## config.mk

```make
export PLATFORM = sky130hd
export DESIGN_NAME = axi_rd
export DESIGN_NICKNAME = d
export VERILOG_FILES = /design/src/rtl/axi_rd.sv
export SDC_FILE = /design/constraint.sdc
export NUM_CORES = 1
export LEC_CHECK = 0
export CAP_MARGIN = 20
export CORE_AREA = 4 4 166 168
export DETAILED_ROUTE_END_ITERATION = 6
export DIE_AREA = 0 0 170 172
export DONT_BUFFER_PORTS = 1
export GPL_TIMING_DRIVEN = 0
export SYNTH_ARGS = -nofsm -noshare
export SYNTH_HDL_FRONTEND = slang
export SYNTH_SLANG_ARGS = --single-unit
```

## constraint.sdc

```tcl
create_clock -name clk -period 2.58 [get_ports clk]
set_input_delay 0.516 -clock clk [delete_from_list [all_inputs] [get_ports clk]]
set_output_delay 0.516 -clock clk [all_outputs]
set_load 0.05 [all_outputs]
```

## src/rtl/axi_rd.sv

```systemverilog
`default_nettype none
// ============================================================================
// Module      : axi_rd
// Description : Arbitrated AXI read engine serving I-cache line fills and
//               D-cache line fills / uncached single reads.
// Revision    : 1.0 - initial release
// ============================================================================
module axi_rd #(
    parameter int BYTES_PER_LINE = 16,
    parameter int WORDS_PER_LINE = BYTES_PER_LINE / 4,
    parameter int LINE_WIDTH     = WORDS_PER_LINE * 32
) (
    input  logic                  clk,
    input  logic                  reset,

    input  logic                  i_rd_req,
    input  logic [31:0]           i_rd_addr,
    output logic                  i_rd_rdy,
    output logic                  i_ret_valid,
    output logic [LINE_WIDTH-1:0] i_ret_data,

    input  logic                  d_rd_req,
    input  logic                  d_rd_burst,
    input  logic [1:0]            d_rd_size,
    input  logic [31:0]           d_rd_addr,
    output logic                  d_rd_rdy,
    output logic                  d_ret_valid,
    output logic [LINE_WIDTH-1:0] d_ret_data,

    input  logic                  wr_idle,
    output logic                  read_unfinish,

    output logic [3:0]            arid,
    output logic [31:0]           araddr,
    output logic [7:0]            arlen,
    output logic [2:0]            arsize,
    output logic [1:0]            arburst,
    output logic [1:0]            arlock,
    output logic [3:0]            arcache,
    output logic [2:0]            arprot,
    output logic                  arvalid,
    input  logic                  arready,

    input  logic [3:0]            rid,
    input  logic [31:0]           rdata,
    input  logic [1:0]            rresp,
    input  logic                  rlast,
    input  logic                  rvalid,
    output logic                  rready
);

    localparam int                 OFFSET_BITS    = $clog2(BYTES_PER_LINE);
    localparam int                 PTR_W          = (WORDS_PER_LINE > 1) ? $clog2(WORDS_PER_LINE) : 1;
    localparam logic [31:0]        LINE_MASK      = ~((32'd1 << OFFSET_BITS) - 32'd1);
    localparam logic [7:0]         BURST_LEN      = 8'(WORDS_PER_LINE - 1);
    localparam logic [PTR_W-1:0]   LAST_BURST_PTR = PTR_W'(WORDS_PER_LINE - 1);
    localparam logic [1:0]         BURST_INCR     = 2'b01;
    localparam logic [1:0]         BURST_FIXED    = 2'b00;

    typedef enum logic [1:0] {
        S_IDLE = 2'd0,
        S_AR   = 2'd1,
        S_R    = 2'd2,
        S_RET  = 2'd3
    } state_t;

    state_t             state_q, state_d;
    logic               req_d_q, req_d_d;      // 1 = D requester, 0 = I requester
    logic [31:0]        addr_q, addr_d;
    logic               burst_q, burst_d;
    logic [1:0]         size_q, size_d;
    logic [PTR_W-1:0]   ptr_q, ptr_d;
    logic [31:0]        line_q [WORDS_PER_LINE];
    logic               buf_we;
    logic [PTR_W-1:0]   last_ptr;
    logic [LINE_WIDTH-1:0] line_data;
    logic               unused_r_fields;

    assign unused_r_fields = ^{rid, rresp};
    assign last_ptr        = burst_q ? LAST_BURST_PTR : '0;

    // AR fields come straight from the latched request, so they stay stable
    // for as long as the slave stalls arready.
    assign arid    = {3'b000, req_d_q};
    assign araddr  = burst_q ? (addr_q & LINE_MASK) : addr_q;
    assign arlen   = burst_q ? BURST_LEN : 8'd0;
    assign arsize  = burst_q ? 3'd2 : {1'b0, size_q};
    assign arburst = burst_q ? BURST_INCR : BURST_FIXED;
    assign arlock  = 2'b00;
    assign arcache = 4'b0000;
    assign arprot  = 3'b000;

    assign read_unfinish = (state_q != S_IDLE);

    always_comb begin
        line_data = '0;
        for (int k = 0; k < WORDS_PER_LINE; k++) begin
            line_data[k*32 +: 32] = line_q[k];
        end
    end

    assign i_ret_data = line_data;
    assign d_ret_data = line_data;

    always_comb begin
        state_d     = state_q;
        req_d_d     = req_d_q;
        addr_d      = addr_q;
        burst_d     = burst_q;
        size_d      = size_q;
        ptr_d       = ptr_q;
        buf_we      = 1'b0;
        i_rd_rdy    = 1'b0;
        d_rd_rdy    = 1'b0;
        i_ret_valid = 1'b0;
        d_ret_valid = 1'b0;
        arvalid     = 1'b0;
        rready      = 1'b0;

        case (state_q)
            S_IDLE: begin
                // D wins outright; a D request stalled on the write engine
                // still blocks I so ordering against writes is preserved.
                d_rd_rdy = d_rd_req & wr_idle;
                i_rd_rdy = i_rd_req & ~d_rd_req;
                if (d_rd_req && wr_idle) begin
                    req_d_d = 1'b1;
                    addr_d  = d_rd_addr;
                    burst_d = d_rd_burst;
                    size_d  = d_rd_size;
                    ptr_d   = '0;
                    state_d = S_AR;
                end else if (i_rd_req && !d_rd_req) begin
                    req_d_d = 1'b0;
                    addr_d  = i_rd_addr;
                    burst_d = 1'b1;
                    size_d  = 2'd2;
                    ptr_d   = '0;
                    state_d = S_AR;
                end
            end
            S_AR: begin
                arvalid = 1'b1;
                if (arready) begin
                    state_d = S_R;
                end
            end
            S_R: begin
                rready = 1'b1;
                if (rvalid) begin
                    buf_we = 1'b1;
                    ptr_d  = ptr_q + 1'b1;
                    if (rlast || (ptr_q == last_ptr)) begin
                        state_d = S_RET;
                    end
                end
            end
            S_RET: begin
                i_ret_valid = ~req_d_q;
                d_ret_valid = req_d_q;
                state_d     = S_IDLE;
            end
            default: begin
                state_d = S_IDLE;
            end
        endcase
    end

    always_ff @(posedge clk) begin
        if (reset) begin
            state_q <= S_IDLE;
            req_d_q <= 1'b0;
            addr_q  <= 32'd0;
            burst_q <= 1'b0;
            size_q  <= 2'd0;
            ptr_q   <= '0;
        end else begin
            state_q <= state_d;
            req_d_q <= req_d_d;
            addr_q  <= addr_d;
            burst_q <= burst_d;
            size_q  <= size_d;
            ptr_q   <= ptr_d;
        end
    end

    // Line buffer deliberately has no reset; its contents are only meaningful
    // after a completed transaction.
    always_ff @(posedge clk) begin
        if (buf_we) begin
            line_q[ptr_q] <= rdata;
        end
    end

endmodule
`default_nettype wire
```

Word level (Yosys, flattened, before mapping):

Memory sizes are Yosys's and may differ from the RTL's.
Index checks and enable logic that the tools add are counted.

* $mul: 0
* reduce and logical (&&, ||, !) cells: 11
* bitwise operators: 4
* mux-type cells: 33
* add/sub/neg operators: 1
* equality and inequality tests: 8
* shift operators: 0
* divide/modulo/power cells: 0
* order comparisons: 0

Operators by type and width (number)
* 2-to-1 mux 32 bit: 2
* 2-to-1 mux 2 bit: 13
* 2-to-1 mux 1 bit: 15
* case mux 2 bit (4 select lines): 1
* != test 2 bit (second input constant): 3
* nonzero test 2 bit: 3
* == test 2 bit (second input constant): 2
* 2-to-1 mux 4 bit: 1
* case mux 2 bit (2 select lines): 1
* AND reduction 4 bit: 1
* != test 3 bit (second input constant): 1
* AND reduction 3 bit: 1
* adder 2 x 1 -> 2 bit (second input constant): 1
* bitwise AND 1 bit: 2
* == test 2 x 1 -> 1 bit (second input constant): 1
* == test 2 bit: 1
* logical AND 1 bit: 2
* zero test 2 bit: 1
* inverter 1 bit: 2
* AND reduction 2 bit: 1
* zero test 1 bit: 1
* logical OR 1 bit: 1

* memories kept: 1
* input bits: 113
* bits in registers: 40
* word-level logic and storage cells: 64
* bits in latches: 0
* bits in writable memories: 128
* bits in read-only memories: 0

Memories
* line_q: depth 4, width 32, read ports 4, clocked after Yosys merged registers in 0, wr ports 1, line 73 `logic [31:0] line_q [WORDS_PER_LINE];`

Logic depth before layout (Yosys ltp):

Gate-level depths: netlist of run 1.

* depth in word-level cells: 6
* gate-level depth with buffers: 8

Worst setup path after synthesis of run 1:

OpenSTA, ideal clock, no wires.

* kind: register to output
* start point: register state_q[0]
* end point: output i_rd_rdy
* arrival time: 2.195 ns
* setup slack: -0.131 ns
* stages on the path, launching flop included: 5
* cells stage by stage: dfxtp_1 inv_1 ha_1 inv_1 nor3b_1

* word-level cells in the longest chain between the ends: 2

RTL lines
* from (decl): line 67 `state_t state_q, state_d;`
* from (signal assigned): line 178 `state_q <= state_d;`
* zero test 2 bit: line 120 `case (state_q)`
* 2-to-1 mux 1 bit: line 120
* to (decl): line 18 `output logic i_rd_rdy,`

Every way passes these cells.

Final worst setup path of run 1:

* start point: register state_q[1]
* end point: output i_rd_rdy

The elaborated chain is that of the path after synthesis.

==> reports/summary.log, run 1 <==
INFO  outcome        run_status=finished, final reports clean
INFO  timing         timing.fmax=399.3MHz
INFO  setup_path     worstSetupStartpointType=register
INFO  synth          synth_cells=563
INFO  routing        postRouteAntennaNets=0
INFO  placement      port_buffers=0
INFO  timing         tightestPinTransition=1.060ns
INFO  routing        wirelength=22,660µm
INFO  timing         fin_crit_sh=0.9707
INFO  grt            grt_max_degree=33
INFO  floorplan      die_h=172µm
INFO  synth          postSynthRegisterBits=168
INFO  final_layout   area_delta_synth_final=16.68%
INFO  grt            vias_in_the_first_global_route=4,254
INFO  clock_network  clk_pin_slew=0.09ns
INFO  clock_network  num_clock_sinks=168
INFO  run            drv_cap=0
INFO  synth          synth.cell_area=7238µm²
INFO  final_layout   nFillCells=2,609
INFO  routing        route.vias.total=4,197
INFO  setup_path     setup.worst_path.end_class=output port
INFO  placement      gp_routability_congestion=0.8561
INFO  synth          synth.distinct_cells=32
INFO  floorplan      core-area=25,910µm²
INFO  power          power=8661µW
INFO  routing        drc=0
INFO  timing         clock_skew=0.01988ns
INFO  synth          ys.flop_type=edfxtp_1
INFO  synth          synthesis.yosys.warnings=0
INFO  clock_network  number_of_buffers_added_by_the_clock_tree_synthesis_step=17
INFO  floorplan      fp-row-count=59
INFO  power          power.density_cell_area=1026nW/µm²
INFO  min_path       worstHoldPathType=input pin to register
INFO  setup_path     rrSetupSlack=0.27ns
INFO  grt            number_of_antenna_violations_at_the_first_check_in_global_routing=0
INFO  synth          proportion_of_synthesized_flip_flops_having_asynchronous_set_or_reset=0
INFO  final_layout   finish.net_count=728
INFO  routing        first_pass_iters=5
INFO  power          cellLeakagePower=0.003250µW
INFO  setup_path     worst-path-max-fanout=4
INFO  timing         timing.slew.headroom=0.2916
INFO  routing        first_iter_violations=200
INFO  timing         setup_viol_count_final=0
INFO  synth          synth.yosys.seq_area_share=0.6417
INFO  routing        drt-vias-per-instance=4.399
INFO  timing         rsz0062_at_grt=yes
INFO  floorplan      start_util=0.2793
INFO  clock_network  clockBufferDepth=2
INFO  setup_path     type_of_the_setup_path_with_the_least_slack=register to output port
INFO  setup_path     arrival=1.99ns
INFO  timing         final.min_clock_period=2.504ns
INFO  final_layout   drive_above_1_share=0.3942
INFO  timing         final-max-slew-violation-count=0
INFO  clock_network  cts_tree=yes
INFO  grt            global_route_wire_length_before_repair=30,450µm
INFO  power          vdd_drop_max=0.4941mV
INFO  grt            gr-usage-all-layers=0.1440
INFO  clock_network  worst_skew_pair.late_latency=0.43ns
INFO  routing        route.detailed.wl_per_inst=23.75µm
INFO  synth          synth-edff-count=128
INFO  floorplan      top_level_ports=434
INFO  timing         timing.hold.ws=0.1721ns
INFO  placement      place.detailed.hpwl=18,010µm
INFO  setup_path     cp_data_required_time=2.06ns
INFO  grt            globalRouteOverflowTotal=0
INFO  synth          postSynthAreaPerCell=12.86µm²
INFO  floorplan      die_area=29,240µm²
INFO  clock_network  root_buffer=clkbuf_16
INFO  final_layout   antenna-diode-count=0
INFO  clock_network  clock_tree.htree_level_count=4
INFO  clock_network  ctsHoldBuffers=0
INFO  timing         hold_violations=0
INFO  floorplan      die_w=170µm
registers in the layout, summed over array words and instances, names as in the netlist:
register  cells
state_q       2
line_q      128
addr_q       32
req_d_q       1
burst_q       1
ptr_q         2
size_q        2
routing by layer:
layer | part of all wire | GRT usage | routed length (µm)
met1 | 0.33 | 0.1498 | 7579
met4 | 0.0086 | 0.03125 | 195
met2 | 0.53 | 0.2617 | 12060
met5 | 0 | 0 | 0
met3 | 0.12 | 0.07270 | 2819
synth_stat cells, types with 2 or more instances:
| cell type | count | area [µm²] |
|---|---|---|
| nand2b_1 | 2 | 12.51 |
| nand2_1 | 35 | 131.4 |
| clkbuf_1 | 14 | 52.55 |
| edfxtp_1 | 128 | 3844 |
| a31o_2 | 2 | 17.52 |
| buf_2 | 6 | 30.03 |
| and3_1 | 4 | 25.02 |
| nor3_1 | 2 | 10.01 |
| nor2b_1 | 8 | 50.05 |
| a21oi_1 | 5 | 25.02 |
| buf_4 | 181 | 1359 |
| a311oi_1 | 32 | 280.3 |
| nor2_1 | 39 | 146.4 |
| dfxtp_1 | 40 | 800.8 |
| buf_6 | 2 | 22.52 |
| ha_1 | 9 | 112.6 |
| nand3_1 | 34 | 170.2 |
| inv_1 | 6 | 22.52 |
cell type report:
type,count,area [µm²],share of cell area
Multi-Input combinational cell,205,1219,0.1443
Clock buffer,17,425.4,0.05037
Buffer,203,1464,0.1733
Timing Repair Buffer,5,50.05,0.005926
Clock inverter,15,192.7,0.02281
Inverter,6,28.78,0.003407
Tap cell,335,419.2,0.04963
Sequential cell,168,4647,0.5502
worst max-delay path, stage by stage, from the launching register on:
cell and delay (ns):
dfxtp_2 0.34, inv_2 0.09, ha_4 0.16, clkinvlp_4 0.32, nor3b_4 0.65
metrics by stage:
step | TNS (ns) | std cells | cell area, µm² | setup WS (ns) | utilization
2_1_floorplan | 0 | 582 | 7315 | 0.1328 | -
3_3_place_gp | -77.25 | 917 | 7734 | -0.6827 | 0.2985
3_5_place_dp | -0.3634 | 918 | 7759 | -0.01412 | 0.2994
4_1_cts | -0.1284 | 951 | 8407 | -0.01199 | 0.3244
5_1_grt | -0.01598 | 954 | 8446 | -0.01598 | 0.3259
6_report | 0 | 954 | 8446 | 0.07561 | 0.3259
cell usage in the layout (no fill, tap or decap), types with 2 or more instances in the layout:
cell type,Yosys,final
a21oi_1,5,5
a311oi_1,32,32
a31o_2,2,2
and3_4,0,3
buf_2,6,6
buf_4,181,185
buf_6,2,2
clkbuf_1,14,14
clkbuf_16,0,17
clkinv_4,0,2
clkinv_8,0,3
conb_1,1,20
dfxtp_1,40,38
dfxtp_2,0,2
edfxtp_1,128,128
ha_1,9,8
inv_1,6,3
inv_6,0,4
inv_8,0,4
nand2_1,35,35
nand2b_1,2,2
nand3_1,34,34
nor2_1,39,39
nor2b_1,8,8
nor3_1,2,2
path summary, 6_finish.rpt:
| kind | start | end | cells past startpoint |
|---|---|---|---|
| max | state_q[1]$_SDFFE_PP0P_ | i_rd_rdy | 4 |
| min | rdata[11] | line_q[1][11]$_DFFE_PP_ | 0 |
| min reg2reg | size_q[0]$_SDFFE_PP0P_ | size_q[0]$_SDFFE_PP0P_ | 2 |
| max reg2reg | state_q[1]$_SDFFE_PP0P_ | line_q[0][6]$_DFFE_PP_ | 4 |
where the power goes:
part,internal (µW),switching [µW]
Clock,1410,1280
Combinational,681,1720
Sequential,3180,387
cell families (layout without fill, tap and decap cells):
| logic type | Yosys count | count (layout) | share of synthesized area |
|---|---|---|---|
| other | 1 | 20 | 0.0005181 |
| AND/OR/NAND/NOR | 131 | 131 | 0.08263 |
| multiplexers | 3 | 3 | 0.006050 |
| AO/OA/AOI/OAI | 42 | 42 | 0.04823 |
| adder cells (fa/ha/maj) | 9 | 9 | 0.01556 |
| buffers and inverters | 209 | 246 | 0.2054 |
| flip-flops | 168 | 168 | 0.6417 |
what timing repair did:
action | 4_1_cts | 5_1_grt
gates resized for setup | 6 | 6
setup endpoints to repair | 65 | 97
setup buffers | 1 | 3
pin swaps | 2 | 2
Power figures use the tool's default switching activity.
==> run 2: changes to the inputs <==
- ABC_AREA: default -> 1
- CORE_AREA: 4 4 166 168 -> 4 4 169 171
- DIE_AREA: 0 0 170 172 -> 0 0 173 175
- clock period: 2.58 -> 2.03 ns (I/O delays scaled with it)
==> reports/summary.log, run 2 <==
INFO  timing         tightestPinTransition=0.9385ns
INFO  power          cell_internal_pwr=6418µW
INFO  min_path       worstHoldPathType=input pin to register
INFO  final_layout   drive_above_1_share=0.4047
INFO  routing        wirelength=22,900µm
INFO  power          power.density_cell_area=1201nW/µm²
INFO  floorplan      die_w=173µm
INFO  timing         timing.fmax=458.6MHz
INFO  placement      gp_routability_congestion=0.8556
INFO  clock_network  root_buffer=clkbuf_16
INFO  final_layout   layout_commonest_cell=buf_4
INFO  final_layout   area_taken_by_multi_input_logic_gates=1426µm²
INFO  run            drv_cap=0
INFO  synth          synthesis.yosys.warnings=0
INFO  placement      place.detailed.hpwl=17,390µm
INFO  clock_network  ctsHoldBuffers=0
INFO  routing        route.detailed.wl_per_inst=21.60µm
INFO  synth          largest_family_of_logic_cells_by_synthesized_area=buffers and inverters
INFO  grt            gr-usage-all-layers=0.1444
INFO  setup_path     arrival=1.77ns
INFO  timing         fin_ws=-0.1507ns
INFO  floorplan      die_h=175µm
INFO  final_layout   largest_registers_ranked_by_flip_flop_count=line_q: 128 flops, addr_q: 32 flops
INFO  power          power.switching=4158µW
INFO  synth          postSynthAreaPerCell=11.42µm²
INFO  placement      port_buffers=0
INFO  timing         final.min_clock_period=2.181ns
INFO  final_layout   largest_register_ffs=128
INFO  synth          basic_gate_share_of_the_synthesized_area_counting_and_or_nand_and_nor_cells=0.1231
INFO  grt            grt_max_degree=24
INFO  clock_network  number_of_buffers_added_by_the_clock_tree_synthesis_step=17
INFO  final_layout   layout.cell_area.non_filler=8803µm²
INFO  synth          synth-edff-count=128
INFO  final_layout   most-common-layout-cells=buf_4 (189), edfxtp_1 (128), nand2_1 (110), nor2_1 (49), dfxtp_1 (38)
INFO  final_layout   nFillCells=2,663
INFO  grt            number_of_antenna_violations_at_the_first_check_in_global_routing=0
INFO  clock_network  clk_pin_slew=0.07ns
INFO  synth          synth.distinct_cells=27
INFO  clock_network  worst_skew_pair.late_latency=0.43ns
INFO  placement      postPlaceCellArea=8020µm²
INFO  timing         fin_crit_sh=1.074
INFO  final_layout   registers.top_by_ff_count=line_q
INFO  power          pwr-share-clk=0.301
INFO  clock_network  num_clock_sinks=168
INFO  synth          synth_top_cells_by_count=buf_4 (180), edfxtp_1 (128), nand2_1 (111)
INFO  routing        first_iter_violations=209
INFO  final_layout   area.sequential=4647µm²
INFO  routing        postRouteAntennaNets=0
INFO  routing        route.vias.total=4,382
INFO  outcome        run_status=finished with violations
INFO  timing         tns=-0.2944ns
INFO  power          pwr-share-seq=0.432
INFO  grt            globalRouteOverflowTotal=0
INFO  synth          synth.mux.area_fraction=0
INFO  synth          ys.flop_type=edfxtp_1
INFO  synth          yosysTopAreaCell=edfxtp_1
INFO  synth          synth_area_leaders=edfxtp_1 (52%), buf_4 (18%), dfxtp_1 (11%)
INFO  floorplan      core-area=26,880µm²
INFO  timing         clock_skew=0.01381ns
INFO  setup_path     rr_worst_depth=5
INFO  synth          yosys.cell_count.top_type=buf_4
INFO  timing         hold_violations=0
INFO  outcome        violations=setup timing
INFO  floorplan      die_area=30,280µm²
INFO  synth          synth_top_area_share=0.5153
INFO  setup_path     worstSetupStartpointType=register
INFO  clock_network  clock_tree.htree_level_count=4
INFO  floorplan      fp-row-count=60
INFO  timing         setup_viol_count_final=2
INFO  routing        drt-vias-per-instance=4.134
INFO  setup_path     setup.worst_path.end_class=output port
INFO  final_layout   finish.net_count=829
INFO  min_path       hold_path_depth=1
INFO  power          power.share.switching=0.3931
INFO  synth          postSynthRegisterBits=168
INFO  synth          synth.yosys.seq_area_share=0.6226
INFO  synth          synth_cells=653
INFO  floorplan      start_util=0.2776
INFO  timing         timing.slew.headroom=0.3720
INFO  routing        first_pass_iters=4
INFO  synth          proportion_of_synthesized_flip_flops_having_asynchronous_set_or_reset=0
INFO  timing         rsz0062_at_grt=yes
INFO  grt            global_route_wire_length_before_repair=32,240µm
INFO  grt            vias_in_the_first_global_route=4,426
INFO  final_layout   antenna-diode-count=0
INFO  setup_path     cp_data_required_time=1.62ns
INFO  synth          synth.cell_area=7460µm²
INFO  power          power=10,580µW
INFO  power          vdd_drop_max=0.5119mV
INFO  final_layout   area_delta_synth_final=18.01%
INFO  setup_path     type_of_the_setup_path_with_the_least_slack=register to output port
INFO  routing        drc=0
INFO  synth          synth_compound_gate_area_share=0.02801
INFO  power          comb_power_share=0.267
INFO  clock_network  clockBufferDepth=2
INFO  timing         final-max-slew-violation-count=0
INFO  synth          yosys.area_share.xor_xnor=0
INFO  floorplan      top_level_ports=434
INFO  synth          synth_adder_area_share=0.01510
INFO  clock_network  cts_tree=yes
INFO  setup_path     worst-path-max-fanout=8
INFO  power          cellLeakagePower=0.003640µW
run 2: changes by cell type in the layout (fill, tap and decap cells not counted), sizes merged, moves of 11 or more:
cell,delta
inv,+20
nor2,+50
a311oi,-32
nand2,+79
nand3,-28
buf,+11
o21ai,+33
run 2: power groups by stage:
stage / logic (µW) / registers [µW] / clock network, µW
finish: 2830 / 4570 / 3180
global route: 3020 / 4610 / 3430
CTS: 2840 / 4570 / 3290
detailed placement: 2770 / 4630 / 0
global placement: 2750 / 4630 / 0
floorplan: 2460 / 4540 / 0
run 2: area by class of cell:
type	instances	area share
Sequential cell	168	0.5279
Buffer	196	0.1663
Multi-Input combinational cell	283	0.1620
Tap cell	341	0.04847
Clock buffer	17	0.04832
Clock inverter	14	0.01706
Timing Repair Buffer	13	0.01677
Inverter	28	0.01322
run 2: cell families after synthesis:
| group | after synthesis |
|---|---|
| adder cells (fa/ha/maj) | 9 |
| AND/OR/NAND/NOR | 210 |
| flip-flops | 168 |
| AO/OA/AOI/OAI | 41 |
| buffers and inverters | 224 |
| other | 1 |
run 2: layer usage:
| layer | vias up | global-route usage | share of wire |
|---|---|---|---|
| li1 | 2033 | - | - |
| met2 | 258 | 0.2578 | 0.52 |
| met4 | 0 | 0.04423 | 0.022 |
| met3 | 20 | 0.08286 | 0.13 |
| met5 | - | 0 | 0 |
| met1 | 2071 | 0.1424 | 0.33 |
run 2: metrics by stage:
step	util	hold WS, ns	setup WS [ns]	instances
final	0.3276	0.05085	-0.1507	1060
after global routing	0.3276	0.01981	-0.2428	1060
after CTS	0.3270	0.02006	-0.2289	1060
after detailed placement	0.2984	0.4537	-0.4257	1014
after global placement	0.2977	0.4451	-0.4400	1013
after floorplan	-	0.4329	0.07836	672
run 2: worst paths after layout:
check,from,to,slack (ns)
worst max-delay path,burst_q$_SDFFE_PP0P_,araddr[0],-0.15
worst max register to register,state_q[0]$_SDFFE_PP0P_,line_q[0][7]$_DFFE_PP_,0.24
worst min register to register,size_q[0]$_SDFFE_PP0P_,size_q[0]$_SDFFE_PP0P_,0.46
worst min-delay path,reset,req_d_q$_SDFFE_PP0P_,0.05
run 2: critical path, stage by stage, from the launching register on:
cell	delay, ns
dfxtp_1	0.37
clkbuf_4	0.24
nor2_1	0.74
run 2: what timing repair did:
action,CTS,global route
pin swaps,8,1
gates resized for setup,12,7
endpoints found under the hold margin,0,0
buffers inserted,12,0
gates cloned,3,0
endpoints found under the setup margin,127,8
